$ cat src/rtl/fp_vector_div_issuer.sv
// Issues a vector of dividends into a fixed-latency, non-stalling FP divider against one latched
// divisor, and buffers the quotients in an in-order FIFO guarded by a credit count.
module fp_vector_div_issuer #(
   parameter int WIDTH   = 32,
   parameter int LATENCY = 28,
   parameter int DEPTH   = 32,
   parameter int LEN_W   = 10
) (
   input  logic             clk,
   input  logic             rst,
   input  logic             start,
   input  logic [LEN_W-1:0] len,
   input  logic [WIDTH-1:0] divisor,
   input  logic [WIDTH-1:0] in_data,
   input  logic             in_valid,
   output logic             in_ready,
   output logic [WIDTH-1:0] out_data,
   output logic             out_valid,
   input  logic             out_ready,
   output logic             out_last,
   output logic             busy,
   output logic             done,
   output logic             err,
   output logic [WIDTH-1:0] div_a,
   output logic [WIDTH-1:0] div_b,
   output logic             div_ready,
   input  logic [WIDTH-1:0] div_o,
   input  logic             div_valid
);

   localparam int AW = $clog2(DEPTH);
   localparam int CW = AW + 1;
   localparam int SW = CW + 1;

   typedef enum logic [1:0] {IDLE, RUN, DRAIN, FIN} state_t;

   state_t           state, state_nx;
   logic [LEN_W-1:0] len_q, issued_cnt, popped_cnt;
   logic [WIDTH-1:0] divisor_q;
   logic [CW-1:0]    in_flight, fifo_count;
   logic [AW-1:0]    wr_ptr, rd_ptr;
   logic [WIDTH-1:0] mem [DEPTH];
   logic             issue, push, pop, fifo_full, last_pop;

   // A smaller FIFO than the divider pipeline only lowers throughput; ordering and no-drop still hold.
   if (DEPTH < LATENCY + 2) begin : g_rate_limited
   end

   // Every issued element reserves a FIFO slot, so a result can always be stored when it arrives.
   assign in_ready  = (state == RUN) && (issued_cnt < len_q) &&
                      (SW'(in_flight) + SW'(fifo_count) < SW'(DEPTH));
   assign issue     = in_valid && in_ready;
   assign div_ready = issue;
   assign div_a     = in_data;
   assign div_b     = divisor_q;

   assign fifo_full = (fifo_count == CW'(DEPTH));
   assign push      = div_valid && (in_flight != '0) && !fifo_full;
   assign out_valid = (fifo_count != '0);
   assign pop       = out_valid && out_ready;
   assign out_data  = out_valid ? mem[rd_ptr] : '0;
   assign last_pop  = (popped_cnt == LEN_W'(len_q - 1'b1));
   assign out_last  = out_valid && last_pop;

   assign busy = (state != IDLE);
   assign done = (state == FIN);

   always_comb begin
      // NOTE: default assigned first so no branch leaves state_nx unassigned (which would infer a latch).
      state_nx = state;
      case (state)
         IDLE:    if (start) state_nx = (len == '0) ? FIN : RUN;
         RUN:     if (issued_cnt == len_q) state_nx = DRAIN;
         DRAIN:   if ((popped_cnt == len_q) || (pop && last_pop)) state_nx = FIN;
         FIN:     state_nx = IDLE;
         default: state_nx = IDLE;
      endcase
   end

   // NOTE: state registers use non-blocking assignments so every flop samples pre-edge values.
   always_ff @(posedge clk) begin
      if (rst) begin
         state      <= IDLE;
         len_q      <= '0;
         divisor_q  <= '0;
         issued_cnt <= '0;
         popped_cnt <= '0;
         in_flight  <= '0;
         fifo_count <= '0;
         wr_ptr     <= '0;
         rd_ptr     <= '0;
         err        <= 1'b0;
      end else begin
         state <= state_nx;
         if (state == IDLE && start) begin
            len_q      <= len;
            divisor_q  <= divisor;
            issued_cnt <= '0;
            popped_cnt <= '0;
         end else begin
            if (issue) issued_cnt <= issued_cnt + 1'b1;
            if (pop)   popped_cnt <= popped_cnt + 1'b1;
         end
         in_flight  <= in_flight + CW'(issue) - CW'(push);
         fifo_count <= fifo_count + CW'(push) - CW'(pop);
         if (push) wr_ptr <= wr_ptr + 1'b1;
         if (pop)  rd_ptr <= rd_ptr + 1'b1;
         // A result that is unexpected or has no room is dropped and flagged until reset.
         if (div_valid && !push) err <= 1'b1;
      end
   end

   // NOTE: storage is deliberately not reset; out_data is masked by out_valid instead.
   always_ff @(posedge clk) begin
      if (push) mem[wr_ptr] <= div_o;
   end

endmodule

$ cat config.mk
export PLATFORM = sky130hd
export DESIGN_NAME = fp_vector_div_issuer
export DESIGN_NICKNAME = d
export VERILOG_FILES = /design/src/rtl/fp_vector_div_issuer.sv
export SDC_FILE = /design/constraint.sdc
export NUM_CORES = 1
export LEC_CHECK = 0
export CAP_MARGIN = 25
export CORE_MARGIN = 3
export CORE_UTILIZATION = 55
export CTS_CLUSTER_DIAMETER = 50
export DETAILED_ROUTE_END_ITERATION = 16
export HOLD_SLACK_MARGIN = 0.08
export PLACE_DENSITY = 0.85
export SETUP_SLACK_MARGIN = 0.02
export SYNTH_ARGS = -nofsm -noshare
export SYNTH_HDL_FRONTEND = slang
export SYNTH_SLANG_ARGS = --single-unit
$ cat constraint.sdc
create_clock -name clk -period 5.3 [get_ports clk]
set_input_delay 1.59 -clock clk [delete_from_list [all_inputs] [get_ports clk]]
set_output_delay 1.59 -clock clk [all_outputs]
set_load 0.05 [all_outputs]
# --- After elaboration in Yosys (flattened, before gate mapping) ---
# Memory sizes are Yosys's and may differ from the RTL's. A register that Yosys moved wholly into a read port is not among the register bits.
# Cells that the tools add are included.
totals:
  register_bits: 87
  latchBits: 0
  mem_bits_rw: 1024
  mem_bits_ro: 0
  input_bits: 112
  output_inout_bits: 103
  wordCells: 63
  memories: 1
classes:
  n_addsub: 10
  multipliers: 0
  div: 0
  order_cmp: 2
  n_eq_ne: 10
  shift: 0
  n_mux: 10
  bitwise: 0
  reduce_logical: 20
mem_list:
  columns: ["memory", "depth", "width", "read_ports", "rd_clocked_by_memory_dff", "wr", "line", "text"]
  rows:
  - ["mem", 32, 32, 1, 1, 1, "42", "logic [WIDTH-1:0] mem [DEPTH];"]
ops:
  columns: ["op", "count"]
  rows:
  - ["$mux 32", 1]
  - ["$eq 10x10->1", 3]
  - ["$add 10x1->10 const B", 2]
  - ["$add 6x1->6", 2]
  - ["$reduce_bool 6->1", 2]
  - ["$sub 6x1->6", 2]
  - ["$add 5x1->5 const B", 2]
  - ["$logic_and 1x1->1", 10]
  - ["$logic_not 10->1", 1]
  - ["$lt 10x10->1", 1]
  - ["$mux 5", 2]
  - ["$sub 10x1->10 const B", 1]
  - ["$mux 2", 4]
  - ["$pmux 2 s4", 1]
  - ["$add 6x6->7", 1]
  - ["$lt 7x6->1 const B", 1]
  - ["$eq 6x6->1 const B", 1]
  - ["$eq 2x2->1 const B", 2]
  - ["$ne 2x2->1 const B", 2]
  - ["$reduce_and 3->1", 1]
  - ["$eq 2x1->1 const B", 1]
  - ["$logic_not 1->1", 2]
  - ["$logic_not 2->1", 1]
  - ["$mux 1", 2]
  - ["other kinds (4)", 4]

# --- Depth between registers and ports, before layout ---
# Gate-level depths: netlist of the first run.
logic_depth:
  word_depth: 6
  depth_mapped: 18
  mapped_depth_nobuf: 17

# --- Worst setup path before layout of the first run ---
# Ideal clock, no wire load.
synth_path:
  kind: "in2reg"
  from: "in div_valid"
  to: "mem mem[31][0] (enable)"
  setup_time_ns: 0.421
  arrival_time_ns: 3.828
  t_required_ns: 4.879
  slack_ns: 1.051
  cell_stages: 4
  n_path_buf: 0
  cell_sequence: "o31ai_1 a21oi_1 nand2_1 nor2_1"
synth_via:
  elab_chain_len: 4
synth_rtl:
  columns: ["element", "line", "text"]
  rows:
  - ["from (decl)", "28", "input logic div_valid"]
  - ["$logic_and 1x1->1 (2 in series)", "58", "assign push = div_valid && (in_flight != '0) && !fifo_full;"]
  - ["via push", "43", "logic issue, push, pop, fifo_full, last_pop;"]
  - ["$mux 1", "115", "if (push) mem[wr_ptr] <= div_o;"]
  - ["$mux 1 (implied by the code)", "115", null]
  - ["to (decl)", "42", null]
# The timed path passes the listed nets, and every way through them passes these cells.

==> reports/qor.txt, run 1 <==
Root Buffer -> clkbuf_16
Highest Clock Rate -> 194 MHz
Hold buffers post-CTS -> 0
Syn Nets -> 2283
Routed vias/inst -> 6.72
Yosys cell types -> 53
Routed WL -> 121000 um
Hpwl dp -> 61900 um
Post-synth top flop -> edfxtp_1
DRC Markers -> 0
Reg-to-reg endpoint -> fifo_count[4]
First-pass GRT wire length -> 169000 um
Nets -> 2511
Die ar. -> 83100 um^2
Final number of setup-violating endpoints -> 0
Worst path required time -> 3.71 ns
Final GP Congestion -> 0.793
I/O Buffers -> 150
Most common cell after layout, fill and taps aside -> edfxtp_1
Synthesized area -> 43800 um^2
Post-route minimum period -> 5.14 ns
Slew margin rel. -> 28.7%
Crit path DAT -> 3.55 ns
Die Y -> 288 um
EDFF count, synth -> 1024
CTS Buffer Depth -> 3
R2R depth -> 17
Fraction of layout cells with a size suffix above 1 -> 27.4%
Largest net degree at the start of global routing -> 72
Reg clk slew, reported paths -> 0.07 ns
CTS buffer count -> 110
Flop2flop setup slack -> 1.75 ns
Synth warn -> 0
Gate Count Post-Synth -> 2124
Setup Skew -> 0.0516 ns
Worst-Margin Slew -> 1.07 ns
Number of global-route vias before repair -> 24269
Later-pin clock latency in the skew report -> 0.72 ns
Setup TNS Final -> 0 ns
Mapped Avg Cell Area -> 20.6 um^2
Pwr Density -> 470 nW/um^2
Final hold violation count -> 0
Std-Cell Rows -> 102
P_leak -> 16.2 nW
Critical path type -> reg2out
Sequential area share after synthesis -> 74.4%
CP Capture Point -> out_data[1]
DIE WIDTH -> 288 um
Initial antenna violation count -> 6
Tcrit/Tclk final -> 97.0%
Setup crit start kind -> flip-flop
Most frequent cells in the layout -> 1024 x edfxtp_1, 320 x mux4_2, 120 x clkdlybuf4s50_1
Num ports -> 215
ANT nets after route -> 0
1st-pass router iterations -> 6
H-tree depth -> 3
GR Overflow Total -> 0
Slew Viols, Final -> 0
Syn-to-layout area delta -> 17.1%
Critical Path Fanout Max -> 18
Worst Hold Class -> reg2reg
Reg2reg start -> fifo_count[2]
DRT iter0 DRCs -> 3285
TritonCTS clock tree -> yes
WL per Instance -> 34.6 um
Sink Count -> 1116
Unrepaired setup endpoints after global routing -> no
Ys async rst share -> 0%
Vias -> 23438
Placeable Area -> 78200 um^2
Total GRT Usage -> 28.9%
FF+latch count, synth -> 1116
Status -> complete, no violations
VDD IR max -> 0.428 mV
Overall power -> 24.1 mW
Initial core utilization -> 56.0%
Max_cap viols -> 0
Crit end category -> output pin
==> power by group <==
group	switching (mW)	internal, mW	leakage (nW)
clock network	3.55	4.65	1.82
registers	0.203	9.93	9.97
logic	3.34	2.46	4.39
==> what timing repair did <==
item / in CTS / in global routing
gates cloned: 1 / 0
buffers inserted: 0 / 4
setup endpoints to repair: 21 / 15
endpoints found under the hold margin: 0 / 0
resized for setup: 19 / 2
==> metrics by stage <==
stage / instance area, um^2 / hold WS, ns / utilization [%] / std cells / worst slack [ns]
2_1_floorplan: 43800 / 0.450 / - / 2124 / 1.05
3_3_place_gp: 47100 / 0.443 / 60.3 / 3262 / 0.660
3_5_place_dp: 47100 / 0.449 / 60.3 / 3262 / 0.632
4_1_cts: 51000 / 0.454 / 65.2 / 3469 / 0.0210
5_1_grt: 51300 / 0.470 / 65.6 / 3489 / 0.0244
6_report: 51400 / 0.452 / 65.6 / 3490 / 0.157
==> synthesized netlist by cell type (all sizes together) (5+ instances only) <==
library cell,number,share of area (%)
dfxtp,92,4.2
mux2i,37,0.84
mux4,320,16
inv,41,0.35
xor2,25,0.50
or4,6,0.11
nand3,7,0.080
edfxtp,1024,70
nor2b,5,0.071
nand2,105,0.90
a21o,6,0.10
xnor2,11,0.22
nor3,7,0.080
clkbuf,62,0.53
or3,7,0.10
nor4,5,0.11
o31ai,6,0.10
nor2,106,0.91
a21oi,65,0.74
buf,77,1.0
nand4,13,0.19
o21ai,9,0.10
ha,45,1.3
==> sequential cells by signal, indices dropped and copies added, names as in the netlist, named ones only <==
name and flops:
popped_cnt 10, rd_ptr 5, err 1, len_q 10, mem 1024, wr_ptr 5, fifo_count 6, div_b 32
state 2, issued_cnt 10, in_flight 6
==> worst max-delay path: stages, from the launching register on <==
cell and delay [ns]:
dfxtp_4 0.44, buf_12 0.22, buf_12 0.21, buf_4 0.26, mux4_2 0.54, mux4_2 0.51
mux2i_1 0.32, nor2_1 0.11, buf_4 0.21
==> metal layers <==
metal	share of wire (%)	wire [um]	GRT usage, %
met1	32	38900	36.2
met2	50	61000	47.3
met3	12	14600	7.00
met4	5.2	6280	14.9
met5	0.011	13	0
==> worst min path at each step <==
stage | from | to | slack (ns) | cells past startpoint
2_1_floorplan | issued_cnt[9] | issued_cnt[9] | 0.45 | 2
3_3_place_gp | div_b[18] | div_b[18] | 0.44 | 2
3_5_place_dp | div_b[13] | div_b[13] | 0.45 | 2
4_1_cts | div_b[13] | div_b[13] | 0.45 | 2
5_1_grt | div_b[13] | div_b[13] | 0.47 | 2
6_report | div_b[13] | div_b[13] | 0.45 | 2
==> kinds of logic (layout without fill, tap and decap cells) <==
family / Yosys count / count (layout) / synth area share [%]
DFF: 1116 / 1116 / 74.4
muxes: 358 / 358 / 17.3
and+or+nand+nor: 281 / 281 / 2.86
buffers and inverters: 180 / 502 / 1.91
AOI/OAI and AO/OA: 106 / 106 / 1.46
adders and majority gates: 47 / 47 / 1.38
xor gates and xnor gates: 36 / 36 / 0.719
other: 0 / 4 / 0
==> area by class of cell <==
class	count	area (um^2)
fill	4734	26900
sequential	1116	32600
antenna	4	10.0
multi-input combinational	828	10700
clock inverter	84	987
timing repair buffer	255	2830
tap	1040	1300
inverter	41	154
clock buffer	122	2810
Note: power is estimated with default switching activity, not from simulation.
==> run 2: changes to the inputs <==
CTS_BUF_LIST = sky130_fd_sc_hd__clkbuf_2 sky130_fd_sc_hd__clkbuf_4 sky130_fd_sc_hd__clkbuf_8   (was default)
HOLD_SLACK_MARGIN = 0.05   (was 0.08)
SLEW_MARGIN = 20   (was default)
==> run 2 against run 1 <==
Effect of this change: worst hold slack hardly changed; core utilization is 0.58 points lower; via count is 2.0% lower; sequential share of layout area is 0.57 points higher; clock power is 14% lower; worst setup slack worse by 0.014 ns; sequential cell count stayed put; fmax is 0.27% lower.
==> reports/qor.txt, run 2 (synthesized netlist as in run 1, its figures left out) <==
Status -> complete, no violations
Setup crit start kind -> flip-flop
Post-route minimum period -> 5.16 ns (+0.0138 ns)
Syn-to-layout area delta -> 16.1%
Routed WL -> 108000 um (-10%)
Largest Register -> mem
Hpwl dp -> 61900 um (unchanged)
1st-pass router iterations -> 5 (-1)
Slew Viols, Final -> 0 (unchanged)
Num ports -> 215 (unchanged)
R2R depth -> 17 (unchanged)
DRT iter0 DRCs -> 2839 (-14%)
Slew margin rel. -> 32.1% (+3.3 points)
Root Buffer -> clkbuf_8
Nets -> 2580 (+2.7%)
CTS buffer count -> 172 (+56%)
Setup Skew -> 0.0474 ns (-0.00419 ns)
Worst Hold Class -> reg2reg
Final number of setup-violating endpoints -> 0 (unchanged)
Die ar. -> 83100 um^2 (unchanged)
Unrepaired setup endpoints after global routing -> no
GR Overflow Total -> 0 (unchanged)
Pwr Density -> 450 nW/um^2 (-4.2%)
Sink Count -> 1116 (unchanged)
Final GP Congestion -> 0.793 (unchanged)
Reg2reg start -> fifo_count[3]
Largest net degree at the start of global routing -> 72 (unchanged)
Crit end category -> output pin
CP Capture Point -> out_data[16]
Number of global-route vias before repair -> 23809 (-1.9%)
Initial antenna violation count -> 2 (-4)
Placed Instance Area -> 47100 um^2 (unchanged)
DIE WIDTH -> 288 um (unchanged)
Reg-to-reg endpoint -> fifo_count[4]
CTS Buffer Depth -> 3 (unchanged)
Total GRT Usage -> 26.3% (-2.5 points)
Placeable Area -> 78200 um^2 (unchanged)
Initial core utilization -> 56.0% (unchanged)
Tcrit/Tclk final -> 97.3% (+0.26 points)
Non-Filler Instances -> 3594 (+3.0%)
Setup TNS Final -> 0 ns (unchanged)
ANT nets after route -> 0 (unchanged)
DP Worst Slack -> 0.632 ns (unchanged)
Ant diodes -> 0 (-4)
Critical path type -> reg2out
Critical Path Fanout Max -> 13 (-5)
DRC Markers -> 0 (unchanged)
Max FFs per register -> 1024 (unchanged)
Reg clk slew, reported paths -> 0.06 ns (about the same)
H-tree depth -> 4 (+1)
VDD IR max -> 0.383 mV (-10%)
Final hold violation count -> 0 (unchanged)
Hold buffers post-CTS -> 0 (unchanged)
Flop2flop setup slack -> 1.78 ns (+0.03 ns)
Vias -> 22964 (-2.0%)
Std-Cell Rows -> 102 (unchanged)
Fraction of layout cells with a size suffix above 1 -> 30.5% (+3.2 points)
Die Y -> 288 um (unchanged)
Overall power -> 22.9 mW (-5.0%)
Most frequent cells in the layout -> 1024 x edfxtp_1, 320 x mux4_2, 177 x clkbuf_8
Hold Crit Start -> div_b[13]
Design Area, Final -> 50900 um^2 (-0.89%)
Highest Clock Rate -> 194 MHz (-0.27%)
TritonCTS clock tree -> yes
Setup WS post-layout -> 0.143 ns (-0.0138 ns)
Max_cap viols -> 0 (unchanged)
Most common cell after layout, fill and taps aside -> edfxtp_1
P_leak -> 16.2 nW (-0.14%)
Crit path DAT -> 3.57 ns (+0.02 ns)
Worst path required time -> 3.71 ns (about the same)
WL per Instance -> 30.2 um (-13%)
Dpl cells -> 3262 (unchanged)
First-pass GRT wire length -> 157000 um (-7.5%)
Worst-Margin Slew -> 1.02 ns (-0.0498 ns)
Routed vias/inst -> 6.39 (-4.9%)
I/O Buffers -> 150 (unchanged)
Later-pin clock latency in the skew report -> 0.83 ns (+0.11 ns)
-- run 2: worst max-delay path, cell delays in order (launching register included) --
cell and delay (ns):
dfxtp_4 0.48, buf_12 0.21, buf_8 0.20, mux4_2 0.55, mux4_2 0.52, mux2i_1 0.23, nor2_1 0.09, dlygate4sd2_1 0.47
-- run 2: power by group --
group	internal (mW)	switching [mW]	total, mW
Clock	3.73	3.36	7.09
Combinational	2.47	3.23	5.70
Sequential	9.93	0.195	10.1
Total	16.1	6.78	22.9
-- run 2: through the flow --
stage	util (%)	hold WS, ns
after floorplan	-	0.450
after global placement	60.3	0.443
after detailed placement	60.3	0.449
after CTS	64.8	0.454
after global routing	65.1	0.470
final	65.1	0.452
-- run 2: worst min path at each step --
stage	endpoint	slack [ns]	cells after the start
floorplan	issued_cnt[9]	0.45	2
global placement	div_b[18]	0.44	2
detailed placement	div_b[13]	0.45	2
CTS	div_b[13]	0.45	2
global route	div_b[13]	0.47	2
finish	div_b[13]	0.45	2
-- run 2: layer usage --
metal | vias up | track usage, % | part of all wire (%)
li1 | 9273 | - | -
met1 | 11724 | 34.8 | 35
met2 | 1680 | 42.7 | 50
met3 | 285 | 6.40 | 11
met4 | 2 | 10.9 | 3.4
met5 | - | 0 | 0.012
-- run 2: layout make-up --
class,instances,area [um^2]
inverter,41,154
clock inverter,84,638
clock buffer,223,2780
tap,1040,1300
sequential,1116,32600
multi-input combinational,828,10700
timing repair buffer,262,2760
fill,4750,27300
-- run 2: timing repair --
| item | in CTS | in global routing |
|---|---|---|
| endpoints found under the setup margin | 29 | 13 |
| gates cloned | 1 | 0 |
| endpoints found under the hold margin | 0 | 0 |
| buffers inserted | 4 | 8 |
| pin swaps | 0 | 0 |
| resized for setup | 31 | 6 |
==> edit: new RTL, flow settings as in run 1 <==
Reset style: asynchronous (`rst`), changed in one clocked block.
--- a/src/rtl/fp_vector_div_issuer.sv
+++ b/src/rtl/fp_vector_div_issuer.sv
@@ -78,7 +78,7 @@
    end
 
    // NOTE: state registers use non-blocking assignments so every flop samples pre-edge values.
-   always_ff @(posedge clk) begin
+   always_ff @(posedge clk or posedge rst) begin
       if (rst) begin
          state      <= IDLE;
          len_q      <= '0;
Behaviour: differs if rst is asserted again (counterexample within 4 cycles, from zero or initial values and one cycle with rst high); with rst held inactive, the same outputs for 4 cycles.
==> edit against run 1 <==
Power up 14%; sequential power up 7%; global-route usage up 0.14 points; sequential cell count down 5; design area about the same; area after synthesis up 0.31%; wire length down 0.93%; setup slack worse by 0.041 ns; utilization down 0.71 points; first-iteration DRC count up 0.43%; critical endpoint is now out_data[10]; largest cell class unchanged.
==> edit: results (changes against run 1) <==
met1 GRT Util=36.4% (+0.12 points); met3 GRT Util=6.19% (-0.81 points); clk_skew=0.0367 ns (-0.0149 ns); initial antenna violation count=2 (-4); Crit path arrival time=3.59 ns (+0.04 ns); DR pass1 iterations=8 (+2); overall global routing resource usage=29.0% (+0.14 points); P_leak=17.1 nW (+5.8%); mux contribution to synthesized area=17.2% (-0.11 points); layout cells sized above 1=27.2% (-0.14 points); initial DRC count=3,299 (+0.43%); drt wl/cell=34.7 microns (+0.39%); status=finished, final reports clean; Area contributors post-synth=edfxtp_1 70%, mux4_2 16%, dfrtp_1 5.0%; CTS buffer count=108 (-1.8%); layout net count=2,463 (-1.9%); sequential fraction of the synthesis area=74.9% (+0.53 points); clock latency at the later pin of the worst-skew pair=0.70 ns (-0.02 ns); vias in the first global route=24,000 (-1.3%); maximum VDD drop=367 uV (-14%); Distinct cells, synth=58 (+9.4%); RD Place Congestion=0.899 (+13%); critical path peak fanout=15 (-3); post-synthesis xor/xnor area fraction=0.737% (+0.018 points); met2 usage=48.4% (+1.1 points)
==> edit: changes by cell type in the layout (fill, tap and decap cells not counted), moves of 7 or more <==
| cell | change |
|---|---|
| buf_4 | -14 |
| dfxtp_1 | -87 |
| nor2_1 | -18 |
| a21oi_1 | -47 |
| xnor2_1 | +9 |
| nand2_1 | +28 |
| clkinv_4 | -7 |
| inv_6 | +7 |
| o21ai_0 | +10 |
| dfrtp_1 | +82 |
| xor2_1 | -8 |
==> edit: what timing repair did <==
action | in CTS | in global routing
cloned | 2 | 2
endpoints found under the setup margin | 27 | 15
gates resized for setup | 18 | 5
setup buffers | 3 | 1
==> edit: through the flow <==
step / total power, mW / TNS [ns] / cell area (sq um) / std cells
detailed placement: 19.4 / 0 / 47300 / 3221
floorplan: 16.7 / 0 / 44000 / 2075
global placement: 19.0 / 0 / 47300 / 3221
global route: 28.3 / 0 / 51400 / 3444
finish: 27.5 / 0 / 51400 / 3444
CTS: 27.4 / -0.0102 / 50900 / 3424
==> edit: final timing paths <==
kind / from / slack [ns] / cells after the start / to
min in group asynchronous: rst / 1.38 / 2 / div_b[29]$_DFFE_PP0P_
max in group asynchronous: rst / 3.11 / 3 / rd_ptr[0]$_DFFE_PP0P_
hold / removal: err$_DFFE_PP0P_ / 0.45 / 1 / err$_DFFE_PP0P_
setup / recovery: rd_ptr[0]$_DFFE_PP0P_ / 0.12 / 9 / out_data[10]
setup reg to reg: len_q[4]$_DFFE_PP0P_ / 1.43 / 14 / in_flight[4]$_DFF_PP0_
hold reg to reg: err$_DFFE_PP0P_ / 0.45 / 1 / err$_DFFE_PP0P_
==> edit: cell families after synthesis <==
logic type,Yosys count
buffers and inverters,175
adder cells (fa/ha/maj),47
XOR/XNOR,37
multiplexers,356
AND/OR/NAND/NOR,280
AO/OA/AOI/OAI,69
flip-flops,1111
==> edit: worst max-delay path, stage by stage (launching register included) <==
cell	delay, ns
dfrtp_4	0.51
buf_12	0.13
buf_12	0.18
buf_16	0.19
bufbuf_16	0.34
mux4_2	0.52
mux4_2	0.53
mux2i_1	0.20
nor2_1	0.09
buf_4	0.21
==> edit: cell type report <==
type,instances,area (sq um)
Tap cell,1050,1310
Fill cell,4760,27800
Clock inverter,76,768
Antenna cell,2,5.00
Multi-Input combinational cell,789,10400
Sequential cell,1111,32900
Timing Repair Buffer,250,2970
Clock buffer,122,2780
Inverter,44,166
==> edit: per-layer routing <==
| layer | vias up | wire [microns] |
|---|---|---|
| li1 | 8914 | - |
| met1 | 11800 | 39200 |
| met2 | 1956 | 60800 |
| met3 | 382 | 13600 |
| met4 | 0 | 5990 |
| met5 | - | 0 |
==> edit: report_power, final <==
group          switching (mW)  total, mW  internal [mW]  leakage (nW)
clock network            3.46       7.80           4.34          1.72
registers               0.558       10.8           10.2          10.3
logic                    4.99       8.96           3.97          5.10
